--- src/rtl/arb_sched_rr_if.sv ---
// Requester/resource signal bundle for arb_sched_rr.
// The arbiter uses the slave modport; the requester/resource side uses master.
interface arb_sched_rr_if #(
  parameter int N    = 4,
  parameter int LOGN = 2
);
  logic [N-1:0]    req_i;
  logic [N-1:0]    grant_o;
  logic [LOGN-1:0] owner_o;
  logic [N-1:0]    ack_i;
  logic            req_o;
  logic            ack_o;
  logic            busy_o;
  logic            timeout_o;

  modport slave (
    input  req_i, ack_o,
    output grant_o, owner_o, ack_i, req_o, busy_o, timeout_o
  );

  modport master (
    output req_i, ack_o,
    input  grant_o, owner_o, ack_i, req_o, busy_o, timeout_o
  );
endinterface

--- src/rtl/arb_sched_rr.sv ---
// N-way round-robin arbiter that runs the req_o/ack_o handshake for the winner.
// Define ARB_RANDOM_PRIO_EN to start the scan from an 8-bit LFSR instead of ptr.
module arb_sched_rr #(
  parameter int N        = 4,
  parameter int LOGN     = 2,
  parameter int HOLD_MAX = 8
) (
  input  logic         clk,
  input  logic         rstn,
  arb_sched_rr_if.slave bus
);

  localparam logic [1:0] ST_IDLE = 2'd0;
  localparam logic [1:0] ST_REQ  = 2'd1;
  localparam logic [1:0] ST_BUSY = 2'd2;

  localparam logic [7:0]   HOLD_LAST = 8'(HOLD_MAX - 1);
  localparam logic [N-1:0] ONE_HOT0  = {{(N-1){1'b0}}, 1'b1};

  logic [1:0]      state_q, state_d;
  logic [N-1:0]    grant_q, grant_d;
  logic [LOGN-1:0] owner_q, owner_d;
  logic [N-1:0]    ack_q, ack_d;
  logic            req_q, req_d;
  logic            busy_q, busy_d;
  logic            timeout_q, timeout_d;
  logic [LOGN-1:0] ptr_q, ptr_d;
  logic [7:0]      cnt_q, cnt_d;

  logic [LOGN-1:0] scan_start;
  logic [LOGN-1:0] scan_idx;
  logic [LOGN-1:0] win_idx;
  logic            win_found;
  logic [LOGN-1:0] next_ptr;

`ifdef ARB_RANDOM_PRIO_EN
  logic [7:0] lfsr_q, lfsr_d;

  always_comb begin
    lfsr_d = {lfsr_q[6:0], lfsr_q[7] ^ lfsr_q[5] ^ lfsr_q[4] ^ lfsr_q[3]};
  end

  always_ff @(posedge clk or negedge rstn) begin
    if (!rstn) lfsr_q <= 8'h01;
    else       lfsr_q <= lfsr_d;
  end

  always_comb begin
    scan_start = LOGN'(int'(lfsr_q) % N);
  end
`else
  always_comb begin
    scan_start = ptr_q;
  end
`endif

  // Circular priority scan: first set request at or after scan_start.
  always_comb begin
    win_found = 1'b0;
    win_idx   = '0;
    scan_idx  = '0;
    for (int i = 0; i < N; i++) begin
      scan_idx = LOGN'((int'(scan_start) + i) % N);
      if (!win_found && bus.req_i[scan_idx]) begin
        win_found = 1'b1;
        win_idx   = scan_idx;
      end
    end
  end

  always_comb begin
    next_ptr = (int'(owner_q) == N - 1) ? '0 : owner_q + LOGN'(1);
  end

  always_comb begin
    state_d   = state_q;
    grant_d   = grant_q;
    owner_d   = owner_q;
    ack_d     = '0;
    req_d     = req_q;
    busy_d    = busy_q;
    timeout_d = 1'b0;
    ptr_d     = ptr_q;
    cnt_d     = cnt_q;
    case (state_q)
      ST_IDLE: begin
        if (win_found) begin
          state_d = ST_REQ;
          grant_d = ONE_HOT0 << win_idx;
          owner_d = win_idx;
          req_d   = 1'b1;
          busy_d  = 1'b1;
        end
      end
      ST_REQ: begin
        // An accept on the same edge as a withdrawn request still wins.
        if (bus.ack_o) begin
          state_d = ST_BUSY;
          req_d   = 1'b0;
          ack_d   = grant_q;
          cnt_d   = '0;
        end else if (!bus.req_i[owner_q]) begin
          state_d = ST_IDLE;
          grant_d = '0;
          req_d   = 1'b0;
          busy_d  = 1'b0;
        end
      end
      ST_BUSY: begin
        cnt_d = cnt_q + 8'd1;
        if (!bus.req_i[owner_q] || cnt_q == HOLD_LAST) begin
          state_d   = ST_IDLE;
          grant_d   = '0;
          busy_d    = 1'b0;
          ptr_d     = next_ptr;
          timeout_d = bus.req_i[owner_q];
        end
      end
      default: begin
        state_d = ST_IDLE;
        grant_d = '0;
        req_d   = 1'b0;
        busy_d  = 1'b0;
      end
    endcase
  end

  always_ff @(posedge clk or negedge rstn) begin
    if (!rstn) begin
      state_q   <= ST_IDLE;
      grant_q   <= '0;
      owner_q   <= '0;
      ack_q     <= '0;
      req_q     <= 1'b0;
      busy_q    <= 1'b0;
      timeout_q <= 1'b0;
      ptr_q     <= '0;
      cnt_q     <= '0;
    end else begin
      state_q   <= state_d;
      grant_q   <= grant_d;
      owner_q   <= owner_d;
      ack_q     <= ack_d;
      req_q     <= req_d;
      busy_q    <= busy_d;
      timeout_q <= timeout_d;
      ptr_q     <= ptr_d;
      cnt_q     <= cnt_d;
    end
  end

  assign bus.grant_o   = grant_q;
  assign bus.owner_o   = owner_q;
  assign bus.ack_i     = ack_q;
  assign bus.req_o     = req_q;
  assign bus.busy_o    = busy_q;
  assign bus.timeout_o = timeout_q;

endmodule

--- src/flat_wrapper.sv ---
// flat-port wrapper written by rule: the top's interface ports become plain ports
module arb_sched_rr_flat 
#(
  parameter int N        = 4,
  parameter int LOGN     = 2,
  parameter int HOLD_MAX = 8
)
  (clk, rstn, bus_req_i, bus_ack_o, bus_grant_o, bus_owner_o, bus_ack_i, bus_req_o, bus_busy_o, bus_timeout_o);
  arb_sched_rr_if #(.N(N), .LOGN(LOGN)) bus_i ();
  input  logic clk;
  input  logic rstn;
  input wire logic [$bits(bus_i.req_i)-1:0] bus_req_i;
  input wire logic [$bits(bus_i.ack_o)-1:0] bus_ack_o;
  output wire logic [$bits(bus_i.grant_o)-1:0] bus_grant_o;
  output wire logic [$bits(bus_i.owner_o)-1:0] bus_owner_o;
  output wire logic [$bits(bus_i.ack_i)-1:0] bus_ack_i;
  output wire logic [$bits(bus_i.req_o)-1:0] bus_req_o;
  output wire logic [$bits(bus_i.busy_o)-1:0] bus_busy_o;
  output wire logic [$bits(bus_i.timeout_o)-1:0] bus_timeout_o;
  assign bus_i.req_i = bus_req_i;
  assign bus_i.ack_o = bus_ack_o;
  assign bus_grant_o = bus_i.grant_o;
  assign bus_owner_o = bus_i.owner_o;
  assign bus_ack_i = bus_i.ack_i;
  assign bus_req_o = bus_i.req_o;
  assign bus_busy_o = bus_i.busy_o;
  assign bus_timeout_o = bus_i.timeout_o;
  arb_sched_rr #(.N(N), .LOGN(LOGN), .HOLD_MAX(HOLD_MAX)) u_core (.clk(clk), .rstn(rstn), .bus(bus_i));
endmodule
--- config.mk ---
export PLATFORM = sky130hd
export DESIGN_NAME = arb_sched_rr_flat
export DESIGN_NICKNAME = d
export VERILOG_FILES = /design/src/rtl/arb_sched_rr_if.sv /design/src/rtl/arb_sched_rr.sv /design/src/flat_wrapper.sv
export SDC_FILE = /design/constraint.sdc
export NUM_CORES = 1
export LEC_CHECK = 0
export CORE_MARGIN = 4
export CORE_UTILIZATION = 25
export DETAILED_ROUTE_END_ITERATION = 16
export GPL_ROUTABILITY_DRIVEN = 0
export PLACE_DENSITY = 0.49
export SLEW_MARGIN = 20
export SYNTH_ARGS = -nofsm -noshare
export SYNTH_HDL_FRONTEND = slang
export SYNTH_SLANG_ARGS = --single-unit
--- constraint.sdc ---
create_clock -name clk -period 2.9 [get_ports clk]
set_clock_uncertainty 0.15 [all_clocks]
set_input_delay 0.725 -clock clk [delete_from_list [all_inputs] [get_ports clk]]
set_output_delay 0.725 -clock clk [all_outputs]
set_load 0.1 [all_outputs]
; ---- After elaboration in Yosys (flattened, before gate mapping)
; Index checks and enable logic that the tools add are counted.
[classes]
muxes = 42
shifts = 1
bitwise_logic = 1
eq_ne = 10
order_cmp = 5
add_sub_neg = 5
reduce_logical = 16
[ops]
columns = cell, n
row1 = 4-bit two-way mux, 6
row2 = 2-bit two-way mux, 9
row3 = 1-bit two-way mux, 16
row4 = 8-bit case mux with 2 select lines, 1
row5 = "2-bit by 3-bit less-than comparator with 1-bit output, second input constant", 5
row6 = 4-bit case mux with 3 select lines, 1
row7 = 1-bit binary-select mux with 2-bit select, 5
row8 = "8-bit by 1-bit adder with 8-bit output, second input constant", 1
row9 = "8-bit by 3-bit equality test with 1-bit output, second input constant", 1
row10 = 8-bit two-way mux, 1
row11 = "2-bit inequality test, second input constant", 3
row12 = 1-bit case mux with 3 select lines, 2
row13 = 2-bit case mux with 3 select lines, 1
row14 = 2-bit AND reduction, 3
row15 = 3-bit AND reduction, 2
row16 = "2-bit by 1-bit adder with 2-bit output, second input constant", 2
row17 = "2-bit adder, second input constant", 2
row18 = "2-bit by 1-bit equality test with 1-bit output, second input constant", 2
row19 = 1-bit logical NOT, 4
row20 = "2-bit by 1-bit inequality test with 1-bit output, second input constant", 2
row21 = 4-bit AND reduction, 1
row22 = "1-bit by 2-bit << shifter with 4-bit output, first input constant", 1
row23 = 1-bit logical AND, 3
row24 = "3-bit inequality test, second input constant", 1
row25 = other kinds (5), 5
[totals]
input_bits = 7
wordCells = 89
ff_bits = 25

; ---- Logic depth before layout (Yosys ltp)
; Gate-level depths: netlist of run 1.
[logic_depth]
ltp_word = 15
depth_mapped = 6

; ---- Worst setup path after synthesis of run 1
; OpenSTA, ideal clock, no wires.
[synth_path]
path_type = register to register
from = register u_core.owner_q[0], in the netlist u_core.bus.owner_o[0]
to = register u_core.ptr_q[0]
arrival_ns = 2.131
stages_incl_launch_ff = 5
setup_slack_ns = 0.494
synth_period_minus_slack_ns = 2.406
t_required_ns = 2.625
path_cell_list = dfrtp_1 -> mux4_2 -> o31ai_4 -> nand2_2 -> mux2_4
[synth_between]
elab_chain_cells = 5
[synth_rtl]
columns = element, line
row1 = "start, declared", arb_sched_rr.sv:22  ; logic [LOGN-1:0] owner_q, owner_d;
row2 = "start signal, assigned", arb_sched_rr.sv:142  ; owner_q <= owner_d;
row3 = 1-bit binary-select mux with 2-bit select, arb_sched_rr.sv:111  ; if (!bus.req_i[owner_q] || cnt_q == HOLD_LAST) begin
row4 = 1-bit two-way mux (not written as such), arb_sched_rr.sv:111
row5 = 1-bit logical NOT, n/a
row6 = 1-bit logical OR, arb_sched_rr.sv:111
row7 = 2-bit AND reduction (no source line), n/a
row8 = "end signal, assigned", arb_sched_rr.sv:147  ; ptr_q <= ptr_d;
row9 = "end, declared", arb_sched_rr.sv:27  ; logic [LOGN-1:0] ptr_q, ptr_d;
; Parallel ways exist; a longest one is shown, timed or not. The select of a mux whose other input is x is not followed.
; A chain may end at the register's enable or synchronous reset.

; ---- Final worst setup path of run 1
[layout_path]
from = input port bus_req_i[0]
to = register u_core.grant_q[0], in the netlist u_core.bus.grant_o[0]
[layout_between]
elab_chain_cells = 15
[layout_rtl]
columns = element, line
row1 = "start, declared", flat_wrapper.sv:12  ; input wire logic [$bits(bus_i.req_i)-1:0] bus_req_i;
row2 = 1-bit binary-select mux with 2-bit select, arb_sched_rr.sv:64  ; if (!win_found && bus.req_i[scan_idx]) begin
row3 = 1-bit two-way mux (not written as such), arb_sched_rr.sv:64
row4 = 1-bit two-way mux, arb_sched_rr.sv:64
row5 = 1-bit logical NOT, arb_sched_rr.sv:64
row6 = 1-bit logical AND, arb_sched_rr.sv:64
row7 = 1-bit two-way mux, arb_sched_rr.sv:64
row8 = 1-bit logical NOT, arb_sched_rr.sv:64
row9 = 1-bit logical AND, arb_sched_rr.sv:64
row10 = 1-bit two-way mux, arb_sched_rr.sv:64
row11 = 1-bit logical NOT, arb_sched_rr.sv:64
row12 = 1-bit logical AND, arb_sched_rr.sv:64
row13 = 2-bit two-way mux, arb_sched_rr.sv:64
row14 = 1-bit by 2-bit << shifter with 4-bit output, arb_sched_rr.sv:89  ; grant_d = ONE_HOT0 << win_idx;
row15 = 4-bit two-way mux, arb_sched_rr.sv:87  ; if (win_found) begin
row16 = 4-bit case mux with 3 select lines, arb_sched_rr.sv:85  ; case (state_q)
row17 = "end signal, assigned", arb_sched_rr.sv:141  ; grant_q <= grant_d;
row18 = "end, declared", arb_sched_rr.sv:21  ; logic [N-1:0] grant_q, grant_d;
; Parallel ways exist; a longest one is shown, timed or not. The select of a mux whose other input is x is not followed.

==> flow_summary.toml, run 1 <==
[power]
leakagePower_uw = 0.000712
power_density_nw_per_um2 = 1050
ir_drop_mv = 0.367

[global_route]
grt-ovfl-total = 0
antenna_found_initial = 0
grt_pass1_vias = 1006
track_usage_pct = 9.67
grt_max_degree = 26
grt_pass1_wl_um = 4860

[timing]
timing.setup.tns_ps = 0
slew_violations = 0
fin_crit_ps = 2370
worst_pin_slew_ps = 561
finalHoldViolCount = 0
finalCritPeriodShare_pct = 81.6
setup_violations = 0
fmax_ghz = 0.422
maxSlewHeadroom_pct = 62.5
rsz0062_at_grt = "no"

[layout]
nets = 150
areaGrowthSynthToFinish_pct = 21.6
multi_input_comb_area_sq_um = 614
drive_gt1_share_pct = 22.9
nFillCells = 502
num_antenna_cells = 0
seq_area_sq_um = 626
stdcell_count = 207
final_core_util_pct = 32.1

[clocking]
path_clk_slew_ps = 90
cts_root_buf = "clkbuf_8"
clk_latency_ps = 270
cts_made_buffers = 3
post-cts-setup-buffers = 0
cts_hold_buffers = 0
cts_num_sinks = 25
htree_levels = 1
cts_tree = "built"
cts_resized = 0
clockBufferDepth = 2

[route]
drt.antenna.violating_nets = 0
dr.first_iter.drc_count = 65
finalWirelength_um = 2760
dr.pass1.iters = 4
vias = 972
post_drt_via_cell_ratio = 4.70
wl_per_cell_um = 13.4
drc = 0

[synthesis]
synth_cell_type_count = 45
async_flop_share_pct = 100
synth_area_leaders = "dfrtp_1 49%, o21ai_0 4.3%, nand2_1 3.2%"
synth_area_leader_cell = "dfrtp_1"
ys_seq_area_share_pct = 48.9
postSynthAreaPerCell_sq_um = 10.8
synth-edff-count = 0
yosys.area.top_type_share_pct = 48.9
syn_area_sq_um = 1280
synth-seq-cells = 25
syn_nets = 128
synth_flop_cell = "dfrtp_1"
yosysWarnings = 0
netlist_instances = 119

[worst_setup_path]
critical_path_required_ps = 2960
crit_fanout = 6
worst-setup-path-type = "in -> reg"
cp_num_buf_inv = 1
cp_slowest_cell = "clkdlybuf4s50_1"
cp-start-kind = "primary input"
arrival_ps = 2430
path_delay_family = "compound AO/OA/AOI/OAI gates"
critPathCaptureType = "flop"
crit_chain = "clkdlybuf4s50_1, mux4_2, o311ai_2, a221oi_2, a22o_1"
ff2ff_setup_slack_ps = 930
slowest_delay_ps = 580

[run_status]
outcome = "finished, final reports clean"

[placed_design]
place_inst = 203
io_buffers = 19
dp_hpwl_um = 2100

[floorplan]
core_area_sq_um = 4850
die_height_um = 79.6
dieArea_sq_um = 6330
row_count = 25
die_w_um = 79.6
start_util_pct = 26.4
ios = 20

[job]
drv_cap = 0

[worst_hold_path]
hp-class = "reg -> reg"
==> cell type report <==
cell class / count / area share (%)
repair buffers: 21 / 11.1
multi-input cells: 86 / 39.5
flip-flops and latches: 25 / 40.2
well taps: 67 / 5.39
clock buffers: 4 / 2.89
inverters: 4 / 0.965
==> cells by family (layout without fill, tap and decap cells) <==
| logic type | Yosys count | in the layout | synth area share, % |
|---|---|---|---|
| fa+ha+maj | 2 | 2 | 1.95 |
| buf+inv | 8 | 29 | 3.13 |
| mux | 6 | 6 | 6.45 |
| flops | 25 | 25 | 48.9 |
| simple gates | 47 | 47 | 20.9 |
| compound gates | 31 | 31 | 18.7 |
==> where the power goes <==
part           leakage (uW)  switching (uW)  internal [uW]
Sequential         0.000328             105            438
Clock             0.0000228             111           98.3
Combinational      0.000361             613            270
==> worst reg2reg max path, cell delays in order, from the launching register on <==
cell	delay, ps
dfrtp_1	460
or4_4	580
o31ai_4	240
nand2_2	110
mux2_4	320
==> path summary, 6_finish.rpt <==
kind,start,end,cells past startpoint
worst max-delay path,bus_req_i[0],u_core.bus.grant_o[0],5
worst min-delay path,u_core.cnt_q[7],u_core.cnt_q[7],1
worst max register to register,u_core.cnt_q[3],u_core.ptr_q[1],4
worst min register to register,u_core.cnt_q[7],u_core.cnt_q[7],1
max in group asynchronous,rstn,u_core.cnt_q[2],2
min in group asynchronous,rstn,u_core.bus.ack_i[0],2
==> placed cells by master (no fill, tap or decap), types with 3 or more instances in the layout <==
| master | n |
|---|---|
| clkbuf_8 | 3 |
| nand2b_1 | 3 |
| nand3_1 | 4 |
| clkdlybuf4s50_1 | 6 |
| mux2i_1 | 3 |
| and2_1 | 5 |
| o21ai_0 | 11 |
| nor2_1 | 7 |
| buf_4 | 15 |
| dfrtp_1 | 25 |
| inv_1 | 4 |
| a21oi_1 | 3 |
| nand2_1 | 11 |
==> state kept, by name, indices dropped and copies added, names as in the netlist <==
signal and flops:
u_core.bus.ack_i 4, u_core.bus.busy_o 1, u_core.bus.grant_o 4, u_core.bus.owner_o 2
u_core.bus.req_o 1, u_core.bus.timeout_o 1, u_core.cnt_q 8, u_core.ptr_q 2
u_core.state_q 2
==> synthesized netlist by cell type (2+ instances only) <==
cell and n:
nand4_1 2, nand3_1 4, inv_1 4, mux2i_1 3
nor3_1 2, and2_1 5, nand2b_1 3, clkbuf_2 2
nor2_1 7, dfrtp_1 25, a22o_1 2, ha_1 2
nand2_1 11, a22o_2 2, a21oi_1 3, and3_1 2
o21ai_0 11, mux2_4 2
==> per-stage QoR <==
step / power [uW] / hold WS (ps) / instance area (sq um) / worst slack (ps)
4_1_cts: 1660 / 342 / 1560 / 543
5_1_grt: 1760 / 368 / 1560 / 425
3_5_place_dp: 1440 / 330 / 1510 / 243
2_1_floorplan: 1250 / 279 / 1280 / 494
3_3_place_gp: 1430 / 320 / 1510 / 280
6_report: 1640 / 338 / 1560 / 532
==> layer usage <==
layer  wire, um  track usage, %  vias up
li1           -               -      473
met1       1280            12.2      470
met2       1330            15.9       27
met3        148            3.16        2
met4         12            2.41        0
met5          0               0        -
Note: power is estimated with default switching activity, not from simulation.
==> run 2, diff against run 1 <==
PLACE_DENSITY = 0.51   (was 0.49)
clock period = 2.1 ns   (was 2.9 ns; I/O delays follow)
==> run 2 against run 1 <==
  * Via count grew 3.4%
  * Count of clock-buffer cells in the layout is the same
  * Cell area grew 15%
==> flow_summary.toml, run 2 (same netlist as run 1, synthesis figures left out) <==
[placed_design]
io_buffers = 19
pre_cts_ws_ps = -301
place_area_sq_um = 1730
dp_hpwl_um = 2290

[floorplan]
core_area_sq_um = 4850
die_w_um = 79.6
start_util_pct = 26.4
row_count = 25
dieArea_sq_um = 6330
ios = 20
die_height_um = 79.6

[worst_setup_path]
slowest_delay_ps = 580
worst-setup-path-type = "reg -> reg"
cp-start-kind = "flop"
crit_fanout = 7
critical_path_required_ps = 2100
crit_chain = "or4_4, o31ai_4, nand2_2, mux2_4"
arrival_ps = 1950
critPathCaptureType = "flop"
cp_slowest_cell = "or4_4"

[layout]
areaGrowthSynthToFinish_pct = 39.5
nets = 157
nFillCells = 466
final_cell_area_sq_um = 1790
seq_area_sq_um = 628
drive_gt1_share_pct = 29.3
num_antenna_cells = 0
final_common_cell = "dfrtp_1"
max_flop_register = "u_core.cnt_q"
multi_input_comb_area_sq_um = 623
final_cell_mix = "23 x dfrtp_1, 13 x buf_12, 11 x nand2_1, 11 x o21ai_0, 9 x buf_4"
largest_reg_flops = 8

[worst_hold_path]
hp-class = "reg -> reg"

[clocking]
cts_made_buffers = 3
htree_levels = 1
clockBufferDepth = 2
cts_tree = "built"
clk_latency_ps = 270
cts_root_buf = "clkbuf_8"
path_clk_slew_ps = 80
cts_num_sinks = 25

[power]
clockPowerShare_pct = 11.2
internal_power_uw = 1350
leakagePower_uw = 0.000811
power_density_nw_per_um2 = 1430
power.switching_uw = 1200
combPwrFrac_pct = 58.9
ir_drop_mv = 0.599
seq_power_share_pct = 29.9
swShare_pct = 47.0

[timing]
slew_violations = 0
worst_slack_ps = 157
fmax_ghz = 0.515
maxSlewHeadroom_pct = 70.8
rsz0062_at_grt = "no"
finalCritPeriodShare_pct = 92.5
fin_crit_ps = 1940
finalHoldViolCount = 0
setup_violations = 0
worst_pin_slew_ps = 438

[global_route]
grt-ovfl-total = 0
grt_max_degree = 26
track_usage_pct = 9.38
antenna_found_initial = 0
grt_pass1_vias = 984
grt_pass1_wl_um = 4730

[route]
finalWirelength_um = 2830
drc = 0
drt.antenna.violating_nets = 0
dr.first_iter.drc_count = 63
post_drt_via_cell_ratio = 4.70
vias = 1005
dr.pass1.iters = 5
wl_per_cell_um = 13.2

[job]
drv_cap = 0

[run_status]
outcome = "finished, final reports clean"
-- run 2: cell count changes in the layout (fill, tap and decap cells not counted) --
cell | previous run | this run
buf_12 | 0 | 13
buf_4 | 15 | 9
clkdlybuf4s50_1 | 6 | 2
dfrtp_1 | 25 | 23
dfrtp_2 | 0 | 2
dlygate4sd2_1 | 0 | 2
dlymetal6s2s_1 | 0 | 2
nor2_1 | 7 | 6
nor2_2 | 0 | 1
nor4_1 | 1 | 0
nor4_2 | 0 | 1
-- run 2: routing by layer --
layer,global-route usage (%),share of wire (%),wire (um)
met5,0,0,0
met1,11.5,45,1270
met3,2.82,4.7,133
met4,1.55,1.0,29
met2,16.4,50,1410
-- run 2: cell type report --
class	instances	area share [%]
clock buffers	4	2.52
repair buffers	28	21.9
flip-flops and latches	25	35.2
well taps	67	4.70
inverters	4	0.841
multi-input cells	86	34.9
-- run 2: critical path: cells and delay by family, from the launching register on --
kind	cells	cell delay, ps
AO/OA/AOI/OAI	1	240
flip-flops	1	450
multiplexers	1	300
AND/OR/NAND/NOR	2	690
-- run 2: metrics by stage --
step	hold slack (ps)	power [uW]	cells	TNS (ps)	utilization, %
floorplan	79.4	1740	119	0	-
global placement	318	2250	210	-1900	35.7
detailed placement	342	2280	210	-2440	35.7
CTS	354	2570	214	0	36.7
global route	363	2690	214	0	36.8
finish	343	2550	214	0	36.8
-- run 2: worst paths after layout --
check	startpoint	end	slack [ps]	depth (start not counted)
max in group asynchronous	rstn	u_core.bus.owner_o[1]	1060	2
hold reg to reg	u_core.cnt_q[7]	u_core.cnt_q[7]	340	1
setup / recovery	u_core.cnt_q[3]	u_core.ptr_q[0]	160	4
min in group asynchronous	rstn	u_core.bus.ack_i[3]	470	2
hold / removal	u_core.cnt_q[7]	u_core.cnt_q[7]	340	1
setup reg to reg	u_core.cnt_q[3]	u_core.ptr_q[0]	160	4
-- run 2: power by group through the flow --
stage	clock network, uW	logic (uW)	registers, uW
floorplan	0	537	1200
global placement	0	1490	766
detailed placement	0	1510	774
CTS	296	1510	764
global route	317	1590	783
finish	284	1500	762
-- run 2: repair_timing --
| item | CTS | global route |
|---|---|---|
| gates resized for setup | 4 | 2 |
| setup buffers | 0 | 0 |
| endpoints found under the setup margin | 5 | 6 |
| pin swaps | 0 | 2 |
| hold buffers | 0 | 0 |
==> run 3, diff against run 2 <==
SLEW_MARGIN = unset   (was 20)
==> results of run 3 <==
No change in the layout: final DEF, timing and power equal those of run 2.
